### config.mk
export PLATFORM = sky130hd
export DESIGN_NAME = demux_1to3_reg
export DESIGN_NICKNAME = d
export VERILOG_FILES = /design/src/rtl/demux_1to3_reg.sv
export SDC_FILE = /design/constraint.sdc
export NUM_CORES = 1
export LEC_CHECK = 0
export CORE_MARGIN = 1.5
export CORE_UTILIZATION = 47
export CTS_CLUSTER_DIAMETER = 50
export DETAILED_ROUTE_END_ITERATION = 10
export GPL_TIMING_DRIVEN = 0
export MAX_ROUTING_LAYER = met4
export PLACE_DENSITY_LB_ADDON = 0.25
export SETUP_SLACK_MARGIN = 0.3
export SLEW_MARGIN = 40
export SYNTH_ARGS = -nofsm -noshare
export SYNTH_HDL_FRONTEND = slang
export SYNTH_SLANG_ARGS = --single-unit
### constraint.sdc
create_clock -name clk -period 3.3 [get_ports clk]
set_clock_uncertainty 0.1 [all_clocks]
set_input_delay 0.66 -clock clk [delete_from_list [all_inputs] [get_ports clk]]
set_output_delay 0.66 -clock clk [all_outputs]
set_load 0.02 [all_outputs]
### src/rtl/demux_1to3_reg.sv
// One-to-three registered demultiplexer with a one-entry buffer per output channel
// and a saturating counter for illegal-select accepts.
module demux_1to3_reg #(
  parameter int unsigned WIDTH = 8
) (
  input  logic             clk,
  input  logic             rst_n,
  input  logic [WIDTH-1:0] in_data,
  input  logic [1:0]       in_sel,
  input  logic             in_valid,
  output logic             in_ready,
  output logic [WIDTH-1:0] out1,
  output logic [WIDTH-1:0] out2,
  output logic [WIDTH-1:0] out3,
  output logic [2:0]       out_valid,
  input  logic [2:0]       out_ready,
  output logic             err,
  output logic [7:0]       err_count
);

  typedef enum logic {StEmpty, StFull} ch_state_e;

  ch_state_e        r_state [3];
  ch_state_e        w_state_next [3];
  logic [WIDTH-1:0] r_data [3];
  logic             r_err;
  logic [7:0]       r_err_count;

  logic             w_illegal;
  logic             w_accept;
  logic [2:0]       w_acc_ch;
  logic [2:0]       w_deliver;
  logic [2:0]       w_full;

  always_comb begin
    for (int i = 0; i < 3; i++) begin
      w_full[i] = (r_state[i] == StFull);
    end
  end

  assign w_illegal = (in_sel == 2'b11);

  // Illegal selects are always accepted so they can be discarded and counted.
  always_comb begin
    in_ready = 1'b1;
    unique case (in_sel)
      2'b00:   in_ready = ~w_full[0] | out_ready[0];
      2'b01:   in_ready = ~w_full[1] | out_ready[1];
      2'b10:   in_ready = ~w_full[2] | out_ready[2];
      default: in_ready = 1'b1;
    endcase
  end

  assign w_accept = in_valid & in_ready;

  always_comb begin
    for (int i = 0; i < 3; i++) begin
      w_acc_ch[i]  = w_accept & ~w_illegal & (in_sel == 2'(i));
      w_deliver[i] = w_full[i] & out_ready[i];
    end
  end

  always_comb begin
    for (int i = 0; i < 3; i++) begin
      w_state_next[i] = r_state[i];
      unique case (r_state[i])
        StEmpty: begin
          if (w_acc_ch[i]) w_state_next[i] = StFull;
        end
        StFull: begin
          // A deliver coinciding with an accept refills the slot without a bubble.
          if (!w_acc_ch[i] && w_deliver[i]) w_state_next[i] = StEmpty;
        end
        default: w_state_next[i] = StEmpty;
      endcase
    end
  end

  always_ff @(posedge clk or negedge rst_n) begin
    if (!rst_n) begin
      for (int i = 0; i < 3; i++) begin
        r_state[i] <= StEmpty;
        r_data[i]  <= '0;
      end
    end else begin
      for (int i = 0; i < 3; i++) begin
        r_state[i] <= w_state_next[i];
        if (w_acc_ch[i]) r_data[i] <= in_data;
      end
    end
  end

  always_ff @(posedge clk or negedge rst_n) begin
    if (!rst_n) begin
      r_err       <= 1'b0;
      r_err_count <= 8'd0;
    end else begin
      r_err <= w_accept & w_illegal;
      if (w_accept && w_illegal && (r_err_count != 8'hFF)) begin
        r_err_count <= r_err_count + 8'd1;
      end
    end
  end

  assign out1      = r_data[0];
  assign out2      = r_data[1];
  assign out3      = r_data[2];
  assign out_valid = w_full;
  assign err       = r_err;
  assign err_count = r_err_count;

endmodule

==> metrics.txt <==
grt total ovfl 0; CTS tree done; top cells by area, synth dfrtp_1, mux2_2, nand2_1, nand2b_1, mux2i_1; R2R cell count 4; Final min period 2880 ps; share of cells above drive strength 1 around a quarter; startpoint types input pin; max-cap viol count 0; vias per inst just over 5; num ports 53; mux cell area share after synthesis around 22%; total negative slack 0 ps; post-synthesis simple-gate area fraction around a tenth; critical path arrival roughly 2100 ps; clk sinks 36; Layout Nets 184; EDFF count, synth 0; total die area about 0.0035 mm²; final instance area between 0.002 and 0.0025 mm²; global placement routability congestion approximately 0.9; number of fill cells in the layout 241; initial antenna violation count 0; Yosys top cell by area dfrtp_1; RSZ-0062 raised after global routing no; antenna cell count 0; Final period util between 80% and 90%; pre-CTS setup slack ~430 ps; synthesized area about 0.0015 mm²; P_leak between 0.9 and 1 nW; largest family of logic cells by synthesized area multiplexers; Detailed Route WL roughly 3.0 mm; Slew headroom between 60% and 70%; vias about 1,100; DP HPWL between 2 and 2.5 mm; synthesized area per cell 13.9 µm²; vias in the first global route about 1,100; reg2reg start err_count[0]; die height 59.5 µm; Inserted Clock Buffers 5; I/O Buffers 51; DR WL/cell 14.3 µm; H-tree level count 2; Placed Area 0.00209 mm²; pin count of the biggest net entering global routing 26; post-CTS sizing 0; core area a little over 0.003 mm²; post-synth net total 125; FP Rows 20; register area ~900 µm²; Synth Instances between 100 and 150; critical path data required time 2540 ps; most used flip-flop cell after synthesis dfrtp_1; first-pass GRT wire length 4.83 mm; Die X just under 60 µm; xor and xnor area share after synthesis around 1.2%; first-pass iteration count of the detailed router 3; clock-pin slew on the worst setup and hold paths ~100 ps; Compound-Gate Fraction of Synth Area under 10%; Yosys reg bits 36; CP Max Fanout 3; CP Capture Type output port; Post-CTS Setup Inserts 0; Final Max Slew Viols 0; setup violators final 0; Multi-input gate area slightly below 600 µm²; Seq/Total Area, Yosys about three fifths; post-route DRC violation count 0; CP Class in -> out; PD cells roughly 670 mW/mm²; most frequent cells in the layout clkdlybuf4s50_1, dfrtp_1, mux2_2; Peak supply drop 0.339 mV; clk root buf clkbuf_4; Slew @ Worst Pin between 400 and 500 ps; GRT Total Usage 20.0%; commonest non-fill, non-tap cell in the layout clkdlybuf4s50_1; Initial Utilization 49.1%; post-synthesis cell type count 26; Post-synth ARST share 100%; R2R setup slack between 1500 and 2000 ps; Max Freq about 350 MHz; Final Util a little under three quarters; hold_buf cts 0; Area growth syn-to-layout 44.3%; initial DRC count 35; maximum clock path buffer count 2; Synth top area share around 60%; Tightest Hold Check Type in -> async; warnings from Yosys 0; reg2reg end err_count[5]; post-synthesis adder-cell area fraction less than 1%; status finished clean; later-pin clock latency in the skew report roughly 340 ps; Routed Antenna Nets 0; Hold Violations, Final 0; Setup WS post-layout roughly 420 ps
## Yosys cell counts (2+ instances only)
cell type / n
nand3_1: 2
nand2b_1: 4
mux2i_1: 2
inv_1: 2
mux2_2: 27
o21ai_0: 4
and3_1: 2
dfrtp_1: 36
nor3_1: 2
nor2b_1: 2
nand2_1: 8
a21oi_1: 3
## stage by stage
step	hold WS [ps]	total power [W]	std cells
finish	97.8	0.00144	212
global route	92.3	0.00152	212
CTS	90.3	0.00146	212
detailed placement	393	0.00116	204
global placement	385	0.00113	203
floorplan	264	0.000878	108
## registers in the layout, summed over array words and instances, names as in the netlist
name,cells
err,1
out_valid,3
out2,8
out1,8
out3,8
err_count,8
## layer usage
layer	vias to the layer above	track usage [%]	wire, µm
li1	508	-	-
met1	519	22.8	1290
met2	37	32.0	1500
met3	5	7.86	195
met4	0	6.82	46
met5	-	-	0
## logic make-up (layout without fill, tap and decap cells)
logic type	Yosys count	in the layout
xor gates and xnor gates	2	2
AOI/OAI and AO/OA	10	10
DFF	36	36
muxes	29	29
buffers and inverters	4	64
adders and majority gates	1	1
and+or+nand+nor	26	26
## critical path, cell delays in order
cell and delay, ps:
clkdlybuf4s50_1 460, nand2b_1 150, mux2i_1 80, o21ai_0 140, clkdlybuf4s50_1 620
## final cells by class
type / instances / area share (%)
Multi-Input combinational cell: 68 / 26.7
Buffer: 2 / 0.578
Clock buffer: 6 / 1.91
Inverter: 2 / 0.347
Tap cell: 44 / 2.54
Timing Repair Buffer: 52 / 24.6
Clock inverter: 2 / 1.62
Sequential cell: 36 / 41.6
## power by group
group          switching, W  internal, W  total, W
registers         0.0000845     0.000540  0.000624
clock network      0.000138     0.000159  0.000297
logic              0.000246     0.000273  0.000519
total              0.000468     0.000972   0.00144
## worst max path at each step
stage	endpoint	slack [ps]	startpoint	cells past startpoint
2_1_floorplan	in_ready	1140	in_sel[1]	3
3_3_place_gp	in_ready	450	out_ready[0]	5
3_5_place_dp	in_ready	430	out_ready[2]	5
4_1_cts	in_ready	410	out_ready[2]	5
5_1_grt	in_ready	360	out_ready[2]	5
6_report	in_ready	420	out_ready[2]	5
No activity file was read; power rests on OpenSTA's default activity.
